$ cat src/rtl/capture_pkg.sv
// capture_pkg: shared state encoding and default widths for the capture assembler
package capture_pkg;
    localparam int BYTE_W = 8;
    localparam int DATA_W = 16;
    localparam int ADDR_W = 16;
    typedef enum logic [1:0] {IDLE, CAPTURE, DRAIN, DONE} state_t;
endpackage

$ cat src/rtl/word_fifo.sv
// word_fifo: synchronous FIFO with full/empty flags and concurrent push/pop
module word_fifo
    import capture_pkg::*;
#(
    parameter int W     = DATA_W,
    parameter int DEPTH = 4
) (
    input  logic         clk,
    input  logic         rst,
    input  logic         push,
    input  logic [W-1:0] din,
    input  logic         pop,
    output logic [W-1:0] dout,
    output logic         full,
    output logic         empty
);
    localparam int AW = $clog2(DEPTH);
    logic [W-1:0] mem [DEPTH];
    logic [AW:0] wr_ptr, rd_ptr;
    assign empty = wr_ptr == rd_ptr;
    assign full  = (wr_ptr[AW] != rd_ptr[AW]) && (wr_ptr[AW-1:0] == rd_ptr[AW-1:0]);
    assign dout  = mem[rd_ptr[AW-1:0]];
    always_ff @(posedge clk) begin
        if (rst) begin
            wr_ptr <= '0;
            rd_ptr <= '0;
        end else begin
            if (push && !full) begin
                mem[wr_ptr[AW-1:0]] <= din;
                wr_ptr <= wr_ptr + 1'b1;
            end
            if (pop && !empty) rd_ptr <= rd_ptr + 1'b1;
        end
    end
endmodule

$ cat src/rtl/capture_assembler.sv
// capture_assembler: packs captured bytes into words, buffers them and hands them off with RAM addresses
module capture_assembler #(
    parameter int BYTE_W     = capture_pkg::BYTE_W,
    parameter int DATA_W     = capture_pkg::DATA_W,
    parameter int ADDR_W     = capture_pkg::ADDR_W,
    parameter int FIFO_DEPTH = 4,
    parameter int BIG_ENDIAN = 1
) (
    input  logic              clk,
    input  logic              RST,
    input  logic              start,
    input  logic [ADDR_W-1:0] base_addr,
    input  logic [15:0]       word_count,
    input  logic [BYTE_W-1:0] byte_in,
    input  logic              byte_valid,
    output logic              byte_ready,
    input  logic              out_ready,
    output logic              load,
    output logic [DATA_W-1:0] captured_data,
    output logic [ADDR_W-1:0] ramBase,
    output logic              busy,
    output logic              done,
    output logic              overflow
);
    import capture_pkg::*;
    state_t state;
    logic [ADDR_W-1:0] base, pop_idx;
    logic [15:0] count, pushed;
    logic phase;
    logic [BYTE_W-1:0] held;
    logic [DATA_W-1:0] word, fifo_dout, pop_data;
    logic full, empty, accept, push_word, pop, fifo_push, fifo_pop;
    assign byte_ready = (state == CAPTURE) && !full && (pushed < count);
    assign accept     = byte_valid && byte_ready;
    assign push_word  = accept && phase;
    assign word       = (BIG_ENDIAN != 0) ? {held, byte_in} : {byte_in, held};
    // An empty FIFO is bypassed so a freshly completed word loads on the very next cycle.
    assign pop        = (!empty || push_word) && out_ready && !load;
    assign fifo_push  = push_word && !(empty && pop);
    assign fifo_pop   = pop && !empty;
    assign pop_data   = empty ? word : fifo_dout;
    word_fifo #(.W(DATA_W), .DEPTH(FIFO_DEPTH)) u_fifo (
        .clk   (clk),
        .rst   (RST),
        .push  (fifo_push),
        .din   (word),
        .pop   (fifo_pop),
        .dout  (fifo_dout),
        .full  (full),
        .empty (empty)
    );
    always_ff @(posedge clk) begin
        if (RST) begin
            state         <= IDLE;
            base          <= '0;
            count         <= '0;
            pushed        <= '0;
            pop_idx       <= '0;
            phase         <= 1'b0;
            held          <= '0;
            load          <= 1'b0;
            captured_data <= '0;
            ramBase       <= '0;
            busy          <= 1'b0;
            done          <= 1'b0;
            overflow      <= 1'b0;
        end else begin
            load <= pop;
            if (pop) begin
                captured_data <= pop_data;
                ramBase       <= base + pop_idx;
                pop_idx       <= pop_idx + 1'b1;
            end
            if (accept) begin
                phase <= !phase;
                held  <= byte_in;
            end
            if (push_word) pushed <= pushed + 1'b1;
            if (state == CAPTURE && byte_valid && !byte_ready) overflow <= 1'b1;
            case (state)
                IDLE: if (start) begin
                    overflow <= 1'b0;
                    if (word_count != '0) begin
                        base    <= base_addr;
                        count   <= word_count;
                        pushed  <= '0;
                        pop_idx <= '0;
                        phase   <= 1'b0;
                        busy    <= 1'b1;
                        state   <= CAPTURE;
                    end else begin
                        done  <= 1'b1;
                        state <= DONE;
                    end
                end
                CAPTURE: if (pushed == count) state <= DRAIN;
                DRAIN: if (empty && !load) begin
                    done  <= 1'b1;
                    busy  <= 1'b0;
                    state <= DONE;
                end
                default: begin
                    done  <= 1'b0;
                    state <= IDLE;
                end
            endcase
        end
    end
endmodule

$ cat config.mk
export PLATFORM = sky130hd
export DESIGN_NAME = capture_assembler
export DESIGN_NICKNAME = d
export VERILOG_FILES = /design/src/rtl/capture_pkg.sv /design/src/rtl/word_fifo.sv /design/src/rtl/capture_assembler.sv
export SDC_FILE = /design/constraint.sdc
export NUM_CORES = 1
export LEC_CHECK = 0
export CAP_MARGIN = 25
export CORE_AREA = 3 3 103 154
export CTS_CLUSTER_DIAMETER = 150
export CTS_CLUSTER_SIZE = 14
export DETAILED_ROUTE_END_ITERATION = 8
export DIE_AREA = 0 0 106 157
export PLACE_DENSITY = 0.75
export SLEW_MARGIN = 30
export SYNTH_ARGS = -nofsm -noshare
export SYNTH_HDL_FRONTEND = slang
export SYNTH_SLANG_ARGS = --single-unit
$ cat constraint.sdc
create_clock -name clk -period 4.1 [get_ports clk]
set_input_delay 1.23 -clock clk [delete_from_list [all_inputs] [get_ports clk]]
set_output_delay 1.23 -clock clk [all_outputs]
set_load 0.005 [all_outputs]
==> results of run 1 <==
==> worst register-to-register path, delay by kind of cell, from the launching register on <==
kind            cells  cell delay (ns)
simple gates        4             1.23
flops               1             0.42
buf+inv             1             0.09
xor+xnor            1             0.47
fa+ha+maj           1             0.25
compound gates      2             0.54
==> synthesized netlist by cell type (all sizes together), types with 3 or more instances <==
library cell | count | area, um2
o22ai | 16 | 100
o21a | 3 | 22.5
nand2b | 3 | 18.8
a21o | 7 | 52.6
ha | 43 | 538
dfxtp | 119 | 2380
nand4 | 14 | 87.6
o21ai | 13 | 65.1
and2 | 3 | 18.8
nor2 | 96 | 360
nor2b | 3 | 18.8
mux2i | 11 | 110
a211oi | 4 | 30.0
clkbuf | 30 | 113
buf | 11 | 52.6
nor4 | 5 | 31.3
a21oi | 64 | 320
nand3 | 16 | 80.1
edfxtp | 64 | 1920
mux4 | 16 | 360
nand2 | 105 | 394
and3 | 9 | 56.3
or3 | 4 | 25.0
a31oi | 19 | 119
xnor2 | 16 | 140
a22o | 4 | 35.0
and4 | 5 | 43.8
xor2 | 31 | 272
nor3 | 5 | 30.0
inv | 52 | 195
==> layer usage <==
layer	wire (um)	vias to the layer above	GRT usage (%)	part of all wire, %
met5	0	-	0	0
li1	-	3013	-	-
met3	705	25	3.86	3.8
met4	296	0	7.22	1.6
met2	10100	158	43.9	54
met1	7580	2973	26.3	40
==> cell families after synthesis <==
group | Yosys count | synth area share [%]
AND/OR/NAND/NOR | 273 | 14.6
multiplexers | 27 | 5.72
buffers and inverters | 93 | 4.38
AO/OA/AOI/OAI | 150 | 11.2
flip-flops | 183 | 52.3
adder cells (fa/ha/maj) | 44 | 6.78
XOR/XNOR | 47 | 5.00
==> path summary, 6_finish.rpt <==
path,cells past startpoint,from,endpoint,slack [ns]
min,2,count[5]$_SDFFE_PP0P_,count[5]$_SDFFE_PP0P_,0.46
min reg2reg,2,count[5]$_SDFFE_PP0P_,count[5]$_SDFFE_PP0P_,0.46
max reg2reg,9,u_fifo.wr_ptr[1]$_SDFFE_PP0P_,u_fifo.mem[2][15]$_DFFE_PP_,0.72
max,6,u_fifo.wr_ptr[1]$_SDFFE_PP0P_,byte_ready,0.25
==> per-stage QoR <==
stage                     instances  hold WS, ns  cell area [um2]  utilization [%]
after floorplan                 817        0.436             8230                -
after global placement         1064        0.445             9220             63.2
after detailed placement       1064        0.445             9220             63.2
after CTS                      1096        0.460             9770             66.9
after global routing           1096        0.475             9770             66.9
final                          1096        0.457             9770             66.9
==> power by group <==
| part | switching, uW | total [uW] | internal (uW) |
|---|---|---|---|
| Sequential | 65.4 | 2040 | 1970 |
| Combinational | 386 | 658 | 271 |
| Clock | 723 | 1510 | 789 |
==> registers in the layout, summed over array words and instances (netlist names), 8 cells and up, named ones only <==
signal	count
pop_idx	16
u_fifo.mem	64
pushed	16
held	8
ramBase	16
base	16
count	16
captured_data	16
==> cell type report <==
type	count	area (um2)	share of cell area, %
Sequential cell	183	4310	44.1
Multi-Input combinational cell	541	3570	36.6
Timing Repair Buffer	92	901	9.22
Clock buffer	17	425	4.36
Tap cell	196	245	2.51
Inverter	52	195	2.00
Clock inverter	15	123	1.26
==> run metrics, run 1 <==
GRT Overall Usage=23.1%; Worst Skew=0.0109 ns; startpoint types=register; #FFs+latches synth=183; row count=54; most common cell after layout, fill and taps aside=dfxtp_1; Avg Inst Size Synth=10.1 um2; Starting Density=56.4%; # fillers=1157; Min Clock Period, post-route=3.85 ns; Final Wtd Congestion=0.882; Crit. End Element=primary output; WL final=18700 um; CTS root buf=clkbuf_16; Synth Flop Type=dfxtp_1; Bufs and invs on worst path=2; global-route wire length before repair=30600 um; largest net degree at the start of global routing=88; Routed WL per cell=17.1 um; post-synthesis sequential area ratio=52.3%; 1st-iter DRT viols=280; Cell Area, Synth=0.00823 mm2; gr ovfl total=0; setup TNS=0 ns; DP HPWL=13000 um; Avg Vias per Cell=5.63; number of synthesized flops with an enable pin=64; Clock Latency Late Sink=0.43 ns; critical path's slowest cell=clkdlybuf4s50_1; endpoints failing hold=0; die span in x=106 um; number of port buffers=81; leakage=0.00365 uW; CTS H-tree depth=4; # diodes=0; most frequent cells in the layout=dfxtp_1 (118), nand2_1 (105), nor2_1 (96); num ports=82; max_slew headroom=44.6%; Worst Path Arrival=2.62 ns; RSZ-0062 raised after global routing=no; fin. max-slew vios=0; pre-CTS setup slack=0.461 ns; Synth warnings=0; worst slew pin tran=0.831 ns; clock tree buffer depth=2; worst-path fanout max=5; worst path required time=2.87 ns; number of buffers created by CTS=17; Placeable Area=0.0146 mm2; share of cells above drive strength 1=7.44%; router iterations before antenna repair=5; Hold WC Path Type=register to register; post-synthesis net count=906; die outline height=157 um; # Max-Cap Violations=0; Syn-to-layout area delta=18.8%; Max rail drop VDD=0.305 mV; final-report setup violation count=0; CP top delay family=buffers and inverters; Final nets=976; clock sinks=183; max incr delay on CP=0.49 ns; Syn Inst Count=817; vias in the first global route=6228; Tot Pwr=4210 uW; asr flop ratio synth=0%; Die Area=0.0166 mm2; CTS tree=yes; fmax=260 MHz; status=finished, final reports clean; Remaining DRCs=0; Clock transition at path regs=0.07 ns; pwr dens=431 mW/mm2; kind of critical path=register to primary output; crit path cell chain=xor2_1 -> nor2_1 -> a221oi_1 -> nand3_1 -> inv_1 -> clkdlybuf4s50_1; Post-CTS Hold Buffers=0; final period utilization=93.9%; vias after detailed routing=6169; fin worst setup slack=0.250 ns; Setup Buffers After CTS=0; antenna violations before repair=0; distinct cell type count after synthesis=53; Detail Route Antenna Nets=0; # resized after CTS=0
Note: power is estimated with default switching activity, not from simulation.
==> run 2, diff against run 1 <==
- CELL_PAD_IN_SITES_DETAIL_PLACEMENT: default -> 1
- CELL_PAD_IN_SITES_GLOBAL_PLACEMENT: default -> 2
- CORE_AREA: 3 3 103 154 -> 3 3 126 189
- DIE_AREA: 0 0 106 157 -> 0 0 129 192
- PLACE_DENSITY: 0.75 -> 0.76
==> run 2 against run 1 <==
Effect of this change: sequential cell count is the same; clock skew shrank 0.0033 ns; cell area grew 1.9%; first-iteration DRC count shrank 16%; non-clock buffer count grew 5; die area grew 49%; wire length grew 12%; critical endpoint unchanged.
==> run metrics, run 2 (synthesis results as in run 1) <==
row count=67 (was 54); Remaining DRCs=0 (unchanged); Starting Density=36.9% (was 56.4%); Crit. End Element=primary output (unchanged); critical path's slowest cell=clkdlybuf4s50_1 (unchanged); worst slew pin tran=0.892 ns (was 0.831 ns); endpoints failing hold=0 (unchanged); share of cells above drive strength 1=7.73% (was 7.44%); clock sinks=183 (unchanged); fin worst setup slack=0.233 ns (was 0.250 ns); Sw Pwr=1200 uW (was 1170 uW); Final nets=981 (was 976); number of buffers created by CTS=17 (unchanged); CP top delay family=buffers and inverters (unchanged); CTS root buf=clkbuf_16 (unchanged); router iterations before antenna repair=4 (was 5); RSZ-0062 raised after global routing=no (unchanged); Placed Instances=1149 (was 1064); Routed WL per cell=17.7 um (was 17.1 um); Clock transition at path regs=0.07 ns (about the same); most frequent cells in the layout=dfxtp_1 (119), nand2_1 (105), nor2_1 (96) (was dfxtp_1 (118), nand2_1 (105), nor2_1 (96)); fmax=259 MHz (was 260 MHz); leakage=0.00370 uW (was 0.00365 uW); GRT Overall Usage=17.6% (was 23.1%); post-layout util=44.6% (was 66.9%); pwr dens=438 mW/mm2 (was 431 mW/mm2); WL final=20900 um (was 18700 um); Reg power frac=46.7% (was 48.4%); startpoint types=register (unchanged); worst-path fanout max=6 (was 5); vias after detailed routing=6132 (was 6169); worst path required time=2.87 ns (about the same); Reg2Reg Setup Slack=0.68 ns (was 0.72 ns); Clock power frac=37.6% (was 35.9%); num ports=82 (unchanged); max incr delay on CP=0.50 ns (was 0.49 ns); Die Area=0.0248 mm2 (was 0.0166 mm2); Placeable Area=0.0223 mm2 (was 0.0146 mm2); Detail Route Antenna Nets=0 (unchanged); max_slew headroom=40.5% (was 44.6%); post-route insts no fill=1181 (was 1096); die span in x=129 um (was 106 um); number of port buffers=81 (unchanged); pre-CTS setup slack=0.453 ns (was 0.461 ns); global-route wire length before repair=34100 um (was 30600 um); Final Wtd Congestion=0.850 (was 0.882); Comb pwr share=15.7% (was 15.6%); die outline height=192 um (was 157 um); largest net degree at the start of global routing=47 (was 88); DP HPWL=15300 um (was 13000 um); Bufs and invs on worst path=2 (unchanged); crit path cell chain=ha_1 -> and4_1 -> a2111oi_2 -> or3_1 -> nand3_1 -> inv_1 -> clkdlybuf4s50_1 (was xor2_1 -> nor2_1 -> a221oi_1 -> nand3_1 -> inv_1 -> clkdlybuf4s50_1); status=finished, final reports clean (unchanged); Net Sw Frac=27.5% (was 27.9%); CTS H-tree depth=4 (unchanged); # Max-Cap Violations=0 (unchanged); clock tree buffer depth=2 (unchanged); Avg Vias per Cell=5.19 (was 5.63); internal power=3160 uW (was 3030 uW); CTS tree=yes (unchanged); fin. max-slew vios=0 (unchanged); Worst Skew=0.00761 ns (was 0.0109 ns); Hold WC Path Type=register to register (unchanged); final period utilization=94.3% (was 93.9%); Clock Latency Late Sink=0.44 ns (was 0.43 ns); 1st-iter DRT viols=235 (was 280); Worst Path Arrival=2.64 ns (was 2.62 ns); setup TNS=0 ns (unchanged); vias in the first global route=6621 (was 6228); most common cell after layout, fill and taps aside=dfxtp_1 (unchanged); final-report setup violation count=0 (unchanged); kind of critical path=register to primary output (unchanged); Max rail drop VDD=0.278 mV (was 0.305 mV); # diodes=0 (unchanged); Syn-to-layout area delta=21.0% (was 18.8%); antenna violations before repair=0 (unchanged); Min Clock Period, post-route=3.87 ns (was 3.85 ns); gr ovfl total=0 (unchanged); max FFs per register=64 (unchanged); Tot Pwr=4360 uW (was 4210 uW)
run 2: cell type report:
type,count,area [um2]
Inverter,52,195
Tap cell,276,345
Sequential cell,183,4300
Clock buffer,17,425
Timing Repair Buffer,97,938
Clock inverter,15,153
Fill cell,2471,12300
Multi-Input combinational cell,541,3590
run 2: power by group through the flow:
stage	registers (uW)	logic, uW	clock network, uW
2_1_floorplan	2060	441	0
3_3_place_gp	2070	664	0
3_5_place_dp	2080	686	0
4_1_cts	2040	692	1690
5_1_grt	2050	776	1760
6_report	2030	682	1640
run 2: routing by layer:
layer	global-route usage [%]	share of wire [%]
met1	19.0	41
met2	33.2	55
met3	3.56	2.8
met4	6.31	2.0
met5	0	0
run 2: repair_timing:
| item | in CTS | in global routing |
|---|---|---|
| hold buffers | 0 | 0 |
| gates resized for setup | 0 | 4 |
| setup buffers | 0 | 0 |
| setup endpoints to repair | 0 | 1 |
run 2: path summary, 6_finish.rpt:
check,endpoint,cells past startpoint,startpoint
max reg2reg,pop_idx[11]$_SDFF_PP0_,13,pushed[11]$_SDFF_PP0_
min reg2reg,count[10]$_SDFFE_PP0P_,2,count[10]$_SDFFE_PP0P_
min,count[10]$_SDFFE_PP0P_,2,count[10]$_SDFFE_PP0P_
max,byte_ready,7,pushed[11]$_SDFF_PP0_
run 2: worst min-delay path, stage by stage (launching register included):
cell     delay (ns)
dfxtp_1        0.31
nand2_1        0.05
a21oi_1        0.05
run 2: through the flow:
| step | cell area [um2] | hold WS, ns |
|---|---|---|
| global placement | 9360 | 0.444 |
| global route | 9950 | 0.482 |
| CTS | 9930 | 0.461 |
| detailed placement | 9360 | 0.449 |
| floorplan | 8230 | 0.436 |
| finish | 9950 | 0.457 |
